===== config.mk =====
export PLATFORM = sky130hd
export DESIGN_NAME = lut_truth_table_dumper
export DESIGN_NICKNAME = d
export VERILOG_FILES = /design/src/rtl/lut_truth_table_dumper.sv
export SDC_FILE = /design/constraint.sdc
export NUM_CORES = 1
export LEC_CHECK = 0
export BUFFER_PORTS_ARGS = -buffer_cell sky130_fd_sc_hd__buf_2
export CORE_MARGIN = 2
export CORE_UTILIZATION = 35
export DETAILED_ROUTE_END_ITERATION = 7
export PLACE_DENSITY_LB_ADDON = 0.05
export REMOVE_ABC_BUFFERS = 1
export SYNTH_ARGS = -nofsm -noshare
export SYNTH_HDL_FRONTEND = slang
export SYNTH_SLANG_ARGS = --single-unit

===== constraint.sdc =====
create_clock -name clk -period 3.6 [get_ports clk]
set_input_delay 0.36 -clock clk [delete_from_list [all_inputs] [get_ports clk]]
set_output_delay 0.36 -clock clk [all_outputs]
set_load 0.01 [all_outputs]

===== src/rtl/lut_truth_table_dumper.sv =====
`default_nettype none
// ============================================================================
// Module   : lut_truth_table_dumper
// Purpose  : Sweeps every input code of a combinational neuron ROM, packs the
//            outputs LSB-first into words and streams them on valid/ready.
// Revision : 1.0
// ============================================================================
module lut_truth_table_dumper #(
    parameter int IN_BITS   = 6,
    parameter int OUT_BITS  = 1,
    parameter int WORD_BITS = 8,
    parameter int LUT_LAT   = 0
) (
    input  logic                 clk,
    input  logic                 rst_n,
    input  logic                 start,
    input  logic                 abort,
    output logic                 busy,
    output logic                 done,
    output logic [IN_BITS-1:0]   lut_in,
    input  logic [OUT_BITS-1:0]  lut_out,
    output logic [WORD_BITS-1:0] m_data,
    output logic                 m_valid,
    input  logic                 m_ready
);

    localparam int c_addr_w = IN_BITS + 1;
    localparam int c_epw    = WORD_BITS / OUT_BITS;
    localparam int c_slot_w = (c_epw > 1) ? $clog2(c_epw) : 1;
    localparam logic [c_addr_w-1:0] c_last_addr = c_addr_w'((1 << IN_BITS) - 1);
    localparam logic [c_slot_w-1:0] c_last_slot = c_slot_w'(c_epw - 1);
    localparam logic [3:0]          c_lat       = 4'(LUT_LAT);

    typedef enum logic [1:0] {
        S_IDLE  = 2'd0,
        S_SWEEP = 2'd1,
        S_DRAIN = 2'd2
    } state_t;

    state_t                r_state;
    state_t                w_state_next;
    logic [c_addr_w-1:0]   r_addr;
    logic [3:0]            r_wait;
    logic [c_slot_w-1:0]   r_slot;
    logic [WORD_BITS-1:0]  r_pack;
    logic [WORD_BITS-1:0]  w_pack_next;
    logic [WORD_BITS-1:0]  r_data;
    logic                  r_full;
    logic                  r_valid;
    logic                  r_done;
    logic                  w_xfer;
    logic                  w_advance;
    logic                  w_sample;
    logic                  w_finish;

    // A completed pack word moves to the output slot when that slot is empty
    // or being emptied this cycle; the sweep may only run while the pack
    // register has room for the next sample.
    assign w_xfer    = r_full && (!r_valid || m_ready);
    assign w_advance = !r_full || w_xfer;

    always_ff @(posedge clk or negedge rst_n) begin
        if (!rst_n) begin
            r_state <= S_IDLE;
        end else begin
            r_state <= w_state_next;
        end
    end

    always_comb begin
        w_state_next = r_state;
        w_sample     = 1'b0;
        w_finish     = 1'b0;
        case (r_state)
            S_IDLE: begin
                if (start && !abort) begin
                    w_state_next = S_SWEEP;
                end
            end
            S_SWEEP: begin
                if (abort) begin
                    w_state_next = S_IDLE;
                end else if (w_advance && (r_wait == 4'd0)) begin
                    w_sample = 1'b1;
                    if (r_addr == c_last_addr) begin
                        w_state_next = S_DRAIN;
                    end
                end
            end
            S_DRAIN: begin
                if (abort) begin
                    w_state_next = S_IDLE;
                end else if (!r_full && !r_valid) begin
                    w_finish     = 1'b1;
                    w_state_next = S_IDLE;
                end
            end
            default: begin
                w_state_next = S_IDLE;
            end
        endcase
    end

    // Slot 0 starts a fresh word, so stale bits of the previous word vanish.
    always_comb begin
        w_pack_next = (r_slot == '0) ? '0 : r_pack;
        w_pack_next[int'(r_slot)*OUT_BITS +: OUT_BITS] = lut_out;
    end

    always_ff @(posedge clk or negedge rst_n) begin
        if (!rst_n) begin
            r_addr  <= '0;
            r_wait  <= c_lat;
            r_slot  <= '0;
            r_pack  <= '0;
            r_full  <= 1'b0;
            r_data  <= '0;
            r_valid <= 1'b0;
            r_done  <= 1'b0;
        end else if (abort) begin
            r_addr  <= '0;
            r_wait  <= c_lat;
            r_slot  <= '0;
            r_pack  <= '0;
            r_full  <= 1'b0;
            r_data  <= '0;
            r_valid <= 1'b0;
            r_done  <= 1'b0;
        end else begin
            r_done <= w_finish;

            if (r_state == S_IDLE && start) begin
                r_addr <= '0;
                r_wait <= c_lat;
                r_slot <= '0;
            end

            if (w_xfer) begin
                r_data  <= r_pack;
                r_valid <= 1'b1;
                r_full  <= 1'b0;
            end else if (r_valid && m_ready) begin
                r_valid <= 1'b0;
            end

            if (r_state == S_SWEEP && w_advance) begin
                if (r_wait != 4'd0) begin
                    r_wait <= r_wait - 4'd1;
                end else begin
                    r_wait <= c_lat;
                    r_pack <= w_pack_next;
                    if (r_slot == c_last_slot) begin
                        r_slot <= '0;
                        r_full <= 1'b1;
                    end else begin
                        r_slot <= r_slot + c_slot_w'(1);
                    end
                    if (r_addr != c_last_addr) begin
                        r_addr <= r_addr + c_addr_w'(1);
                    end
                end
            end

            if (w_finish) begin
                r_addr <= '0;
            end
        end
    end

    assign busy    = (r_state != S_IDLE);
    assign done    = r_done;
    assign lut_in  = r_addr[IN_BITS-1:0];
    assign m_data  = r_data;
    assign m_valid = r_valid;

endmodule
`default_nettype wire


==> impl_metrics.ini, run 1 <==
[run_status]
status = complete, no violations

[route]
first_iter_violations = 107
wl_met2_um = 2010
dr_wl_met3_um = 147
avgRoutedWirePerCell_um = 14.3
viasPerCell = 5.22
first_pass_iters = 4
drtAntennaViolNets = 0
top_layer = met4
num_vias = 1525
routed_wl_um = 4170
drc_errors = 0
wl_met1_um = 1940

[setup_path]
path_buf_inv = 0
slowest_stage = nor3_1
end_kind = flop
required_ns = 3.78
critical-path-top-delay-family = simple AND/OR/NAND/NOR gates
crit_fanout = 11
max_stage_delay_ns = 0.89
startpoint_type = flop
worstPathArrival_ns = 2.46
path_cells = ha_1 -> nand3_1 -> nor3_1 -> nor4_1 -> a2111oi_2
setup.worst_path.class = flop to flop

[yosys]
synthSimpleGateAreaFrac_pct = 23.8
synthDistinctLibCells = 49
seq_area_frac_synth_pct = 44.7
async_reset_ff_share_pct = 100
syn-cell-area_um2 = 1960
synth_seq_cells = 35
synth_area_per_cell_um2 = 9.47
syn_inst = 207
yosysWarnings = 0
synth_compound_area_share_pct = 13.9
synth_xor_xnor_area_share_pct = 0.893
synth_ff_type = dfrtp_1
synth_mux_area_share_pct = 4.59
synthAdderAreaFrac_pct = 4.47
synth_top_family_by_area = simple AND/OR/NAND/NOR gates
synth_edf_count = 0

[placement]
port_buffers = 22
place_congestion = 0.722
hpwl_um = 2860
place_worst_setup_slack_ns = 1.35

[clock_network]
clock-root-buffer = clkbuf_8
cts_setup_buffers = 0
htreeDepth = 2
cts_tree = yes
hold_buffers = 0
clock_latency_ns = 0.29
cts_resized = 0
cts.sinks = 35
numCtsBuffers = 5
cts_buffer_depth = 2
path_clk_slew_ns = 0.07

[grt]
grt_overflow_total = 0
grt_pass1_wl_um = 7380
grt_pass1_vias = 1514
grt_antenna_before_repair = 0
grt_util_all_layers_pct = 15.3
grt_start_max_net_pins = 36

[die]
die_x_um = 78.8
coreArea_um2 = 5470
fp-row-count = 27
dieArea_um2 = 6220
initial_core_util_pct = 35.8
chipHeight_um = 78.8
pin_count = 23

[sta]
worst_pin_slew_ns = 1.07
period_share_pct = 63.4
setup_tns_ns = 0
maxSlewHeadroom_pct = 28.0
final-setup-viol-count = 0
setup_slack_ns = 1.32
fmax_mhz = 438
slew_viol_final = 0
rsz0062_at_grt = no
period_needed_ns = 2.28
finClkSkew_ns = 0.00688
final_hold_viol_count = 0

[finish]
drive_gt1_share_pct = 17.7
diodes = 0
area_growth_pct = 9.57
nets = 232
final_common_cell = dfrtp_1
mostFrequentLayoutCells = dfrtp_1, buf_2, a21oi_1
fillers = 598

[power]
p_leak_nw = 1.01
power_density_nw_per_um2 = 366
ir_drop_mv = 0.115

[min_path]
holdCritPathClass = input port to async pin

[flow_run]
max_cap_violations = 0
[state kept, by name, summed over array words and instances, names as in the netlist]
register / flops
done: 1
m_data: 8
m_valid: 1
r_addr: 7
r_full: 1
r_pack: 8
r_slot: 3
r_state: 2
r_wait: 4
[worst paths after layout]
check | slack [ns] | endpoint | startpoint | depth (start not counted)
worst max-delay path | 1.32 | r_addr[5] | r_addr[0] | 5
worst min-delay path | 0.16 | m_data[3] | rst_n | 1
worst max register to register | 1.32 | r_addr[5] | r_addr[0] | 5
worst min register to register | 0.50 | r_addr[6] | r_addr[6] | 2
max in group asynchronous | 2.93 | r_wait[0] | rst_n | 1
min in group clk | 0.36 | r_state[0] | start | 3
[power breakdown]
group          leakage (nW)  internal, mW  switching (mW)
Clock                0.0422         0.136           0.143
Combinational         0.481        0.0304          0.0681
Sequential            0.486         0.399         0.00951
Total                  1.01         0.565           0.220
[synth_stat cells (2+ instances only)]
master	count	area [um^2]
dfrtp_1	35	876
a21oi_1	20	100
nor2_1	16	60.1
inv_1	14	52.6
nand2_1	11	41.3
mux2i_1	9	90.1
nand3_1	9	45.0
buf_4	7	52.6
ha_1	7	87.6
o21ai_1	7	35.0
or3_1	7	43.8
o211ai_1	5	37.5
a31oi_1	4	25.0
clkbuf_1	4	15.0
nor2b_1	4	25.0
nor4_1	4	25.0
buf_1	3	11.3
buf_2	3	15.0
nand4_1	3	18.8
a22oi_1	2	15.0
nand2b_1	2	12.5
nor3_1	2	10.0
nor3b_1	2	15.0
nor4b_1	2	17.5
[metrics by stage]
stage,hold slack (ns),cell area (um^2),utilization (%),instances,total power [mW]
after floorplan,0.0644,1870,-,190,0.476
after CTS,0.188,2150,39.3,292,0.801
after global routing,0.221,2150,39.3,292,0.828
after detailed placement,0.495,2070,37.8,284,0.515
after global placement,0.489,2070,37.8,284,0.513
final,0.164,2150,39.3,292,0.786
[metal layers]
| layer | track usage (%) | vias to the layer above |
|---|---|---|
| met1 | 19.6 | 743 |
| li1 | - | 749 |
| met5 | 0 | - |
| met2 | 25.0 | 25 |
| met4 | 5.69 | 0 |
| met3 | 3.86 | 8 |
[worst reg2reg max path, delay by kind of cell, from the launching register on]
family	cells	cell delay, ns
compound gates	1	0.38
flops	1	0.41
simple gates	3	1.17
fa+ha+maj	1	0.23
[cell type report]
class	instances	area, um^2	area share, %
Sequential cell	35	876	40.8
Clock buffer	7	76.3	3.55
Timing Repair Buffer	22	110	5.13
Multi-Input combinational cell	140	935	43.5
Tap cell	72	90.1	4.19
Clock inverter	1	5.00	0.233
Inverter	15	56.3	2.62
[cell families after synthesis]
group	Yosys count
AO/OA/AOI/OAI	45
buffers and inverters	32
XOR/XNOR	2
flip-flops	35
AND/OR/NAND/NOR	77
multiplexers	9
adder cells (fa/ha/maj)	7
(Power assumes the default switching activity.)
==> run 2, diff against run 1 <==
==> constraint.sdc (replaced) <==
create_clock -name clk -period 1.9 [get_ports clk]
set_input_delay 0.19 -clock clk [delete_from_list [all_inputs] [get_ports clk]]
set_output_delay 0.19 -clock clk [all_outputs]
set_load 0.01 [all_outputs]
==> impl_metrics.ini, run 2 (same netlist as run 1, synthesis figures left out) <==
[route]
drc_errors = 0
avgRoutedWirePerCell_um = 14.1
num_vias = 1589
top_layer = met4
drtAntennaViolNets = 0
wl_met1_um = 2060
routed_wl_um = 4330
wl_met2_um = 2070
dr_wl_met3_um = 146
viasPerCell = 5.19
first_iter_violations = 97
first_pass_iters = 4

[setup_path]
crit_fanout = 8
r2r-end = r_addr[3]
reg2reg_slack_ns = 0.12
startpoint_type = flop
setup.worst_path.class = flop to flop
rr_startpoint = r_wait[0]
required_ns = 2.10
end_kind = flop
reg2reg_depth = 7
worstPathArrival_ns = 1.98

[finish]
fin_util_pct = 42.1
fin_area_um2 = 2300
drive_gt1_share_pct = 25.6
mostFrequentLayoutCells = dfrtp_1, buf_2, a21oi_1
fillers = 564
nets = 247
final_common_cell = dfrtp_1
seq_area_um2 = 876
multi_input_area_um2 = 962
area_growth_pct = 17.4
final_cells = 306
diodes = 0

[sta]
finClkSkew_ns = 0.00515
rsz0062_at_grt = yes
final-setup-viol-count = 0
maxSlewHeadroom_pct = 46.4
period_needed_ns = 1.78
fin_hold_ws_ns = -0.0105
final_hold_viol_count = 28
period_share_pct = 93.6
setup_slack_ns = 0.122
slew_viol_final = 0
worst_pin_slew_ns = 0.803
setup_tns_ns = 0
fmax_mhz = 562

[grt]
grt_pass1_vias = 1508
grt_util_all_layers_pct = 14.9
grt_start_max_net_pins = 36
grt_antenna_before_repair = 0
grt_overflow_total = 0
grt_pass1_wl_um = 7290

[power]
totalPowerFinal_mw = 1.57
power_density_nw_per_um2 = 681
ir_drop_mv = 0.267
p_leak_nw = 1.09

[die]
dieArea_um2 = 6220
chipHeight_um = 78.8
pin_count = 23
fp-row-count = 27
die_x_um = 78.8
coreArea_um2 = 5470
initial_core_util_pct = 35.8

[flow_run]
max_cap_violations = 0

[min_path]
holdCritPathClass = input port to async pin

[clock_network]
clock_latency_ns = 0.28
path_clk_slew_ns = 0.07
hold_buffers = 0
clock-root-buffer = clkbuf_8
numCtsBuffers = 5
cts.sinks = 35
cts_buffer_depth = 2
cts_tree = yes
htreeDepth = 2

[placement]
hpwl_um = 3060
placed_area_um2 = 2160
port_buffers = 22
place_worst_setup_slack_ns = -0.00195
place_congestion = 0.735
place_inst = 297

[run_status]
status = finished, violations left
violations = hold timing
-- run 2: critical path: stages (launching register included) --
cell	delay, ns
dfrtp_1	0.41
inv_2	0.07
ha_1	0.14
nor3b_4	0.18
buf_6	0.15
nand3_2	0.16
or3_1	0.39
a31oi_1	0.19
-- run 2: report_power, final --
part / switching, mW / leakage (nW) / total (mW) / internal, mW
registers: 0.0117 / 0.486 / 0.768 / 0.756
logic: 0.149 / 0.560 / 0.250 / 0.101
clock network: 0.265 / 0.0470 / 0.549 / 0.284
-- run 2: worst max path at each step --
stage	from	slack, ns	endpoint
final	r_wait[0]	0.12	r_addr[3]
after global routing	r_wait[0]	-0.002	r_addr[3]
after CTS	r_wait[0]	0.09	r_pack[1]
after detailed placement	r_wait[0]	-0.002	r_addr[3]
after global placement	r_wait[0]	0.06	r_pack[1]
after floorplan	r_addr[0]	-0.02	r_addr[5]
-- run 2: timing repair --
| item | CTS | global route |
|---|---|---|
| buffers inserted | 2 | 0 |
| gates resized for setup | 0 | 8 |
| pin swaps | 0 | 2 |
| endpoints found under the setup margin | 4 | 7 |
| hold endpoints to repair | 0 | 0 |
-- run 2: layout make-up --
type	count	share of cell area (%)
clock inverters	1	0.217
clock buffers	6	3.59
well taps	72	3.91
flip-flops and latches	35	38.0
repair buffers	37	10.0
inverters	15	2.45
multi-input cells	140	41.8
-- run 2: per-layer routing --
layer | vias up | global-route usage [%]
met2 | 25 | 23.9
li1 | 784 | -
met5 | - | 0
met3 | 7 | 2.73
met4 | 0 | 5.34
met1 | 773 | 20.1
==> run 3, diff against run 2 <==
--- a/config.mk
+++ b/config.mk
@@ -7,7 +7,7 @@
 export LEC_CHECK = 0
 export BUFFER_PORTS_ARGS = -buffer_cell sky130_fd_sc_hd__buf_2
 export CORE_MARGIN = 2
-export CORE_UTILIZATION = 35
+export CORE_UTILIZATION = 49
 export DETAILED_ROUTE_END_ITERATION = 7
 export PLACE_DENSITY_LB_ADDON = 0.05
 export REMOVE_ABC_BUFFERS = 1
==> impl_metrics.ini, run 3 (same netlist as run 1, synthesis figures left out) <==
[power]
ir_drop_mv = 0.326
p_leak_nw = 1.08
p_switching_mw = 0.415
power.share.combinational_pct = 14.7
clkPwrFrac_pct = 35.3
pwr-share-seq_pct = 50.0
switching_share_pct = 27.0
p_int_mw = 1.12
power_density_nw_per_um2 = 687

[setup_path]
max_stage_delay_ns = 0.50
crit_fanout = 6
path_buf_inv = 2
critical-path-top-delay-family = simple AND/OR/NAND/NOR gates
slowest_stage = or4_1
startpoint_type = flop
required_ns = 2.12
worstPathArrival_ns = 2.04
setup.worst_path.class = flop to flop
end_kind = flop
path_cells = inv_2 -> ha_1 -> nor3b_4 -> buf_6 -> nand4_4 -> or4_1 -> a21oi_1

[grt]
use_met1_pct = 26.2
grt_pass1_wl_um = 6890
grt_start_max_net_pins = 36
grt_pass1_vias = 1525
grt_overflow_total = 0
grt_antenna_before_repair = 0
grt_util_all_layers_pct = 20.6
use_met3_pct = 6.50
grt.met2_usage_pct = 33.4
busiest_layer = met2

[flow_run]
max_cap_violations = 0

[route]
viasPerCell = 5.72
num_vias = 1602
first_iter_violations = 133
drc_errors = 0
first_pass_iters = 4
drtAntennaViolNets = 0
avgRoutedWirePerCell_um = 14.8
routed_wl_um = 4140

[die]
dieArea_um2 = 4520
chipHeight_um = 67.3
initial_core_util_pct = 52.4
coreArea_um2 = 3740
fp-row-count = 22
pin_count = 23
die_x_um = 67.3

[clock_network]
htreeDepth = 2
cts_tree = yes
cts.sinks = 35
path_clk_slew_ns = 0.07
cts_buffer_depth = 2
clock-root-buffer = clkbuf_8
numCtsBuffers = 5
clock_latency_ns = 0.29

[finish]
final_common_cell = dfrtp_1
diodes = 0
nets = 245
area_growth_pct = 14.2
drive_gt1_share_pct = 25.0
mostFrequentLayoutCells = dfrtp_1, buf_2, a21oi_1

[sta]
setup_tns_ns = 0
fmax_mhz = 548
maxSlewHeadroom_pct = 47.9
setup_slack_ns = 0.0764
finClkSkew_ns = 0.00890
final_hold_viol_count = 0
period_needed_ns = 1.82
period_share_pct = 96.0
worst_pin_slew_ns = 0.782
final-setup-viol-count = 0
slew_viol_final = 0

[run_status]
status = complete, no violations

[placement]
place_congestion = 0.946
place_worst_setup_slack_ns = 0.0532
hpwl_um = 2870
port_buffers = 22

[min_path]
holdCritPathClass = input port to flop
[run 3: through the flow]
step / util (%) / hold slack (ns) / instance area (um^2) / cells / power, mW
final: 59.8 / 0.198 / 2240 / 280 / 1.54
after global placement: 56.6 / 0.299 / 2120 / 271 / 0.988
after CTS: 59.2 / 0.192 / 2220 / 279 / 1.55
after floorplan: - / -0.106 / 1870 / 190 / 0.903
after global routing: 59.8 / 0.195 / 2240 / 280 / 1.62
after detailed placement: 56.6 / 0.310 / 2120 / 271 / 0.997
[run 3: repair_timing]
| item | in CTS | in global routing |
|---|---|---|
| setup endpoints to repair | 0 | 7 |
| resized for setup | 0 | 7 |
| hold endpoints to repair | 11 | 0 |
| hold buffers | 1 | 0 |
| setup buffers | 0 | 1 |
[run 3: layout make-up]
| class | count | area (um^2) |
|---|---|---|
| clock buffer | 6 | 82.6 |
| tap | 48 | 60.1 |
| clock inverter | 1 | 5.00 |
| sequential | 35 | 876 |
| multi-input combinational | 140 | 945 |
| fill | 347 | 1510 |
| timing repair buffer | 35 | 214 |
| inverter | 15 | 56.3 |
[run 3: layer usage]
| layer | share of wire (%) | routed length (um) | vias up |
|---|---|---|---|
| li1 | - | - | 779 |
| met1 | 45 | 1850 | 777 |
| met2 | 50 | 2050 | 42 |
| met3 | 4.6 | 190 | 4 |
| met4 | 0.94 | 39 | 0 |
| met5 | 0 | 0 | - |
[run 3: final timing paths]
kind	from	end	slack [ns]	cells after the start
worst max register to register	r_wait[0]	r_pack[7]	0.08	7
max in group asynchronous	rst_n	m_data[0]	0.88	2
min in group asynchronous	rst_n	r_pack[5]	0.51	2
worst min-delay path	start	r_state[0]	0.20	3
worst max-delay path	r_wait[0]	r_pack[7]	0.08	7
worst min register to register	r_addr[6]	r_addr[6]	0.52	2
[run 3: power groups by stage]
stage	sequential (mW)	clock [mW]	combinational (mW)
3_5_place_dp	0.782	0	0.215
6_report	0.769	0.543	0.226
2_1_floorplan	0.786	0	0.117
4_1_cts	0.768	0.565	0.218
5_1_grt	0.770	0.599	0.252
3_3_place_gp	0.781	0	0.207
[run 3: worst reg2reg max path: cells and delay by family, from the launching register on]
kind	cells	cell delay (ns)
AOI/OAI and AO/OA	1	0.16
buffers and inverters	2	0.22
and+or+nand+nor	3	0.83
adders and majority gates	1	0.14
DFF	1	0.41
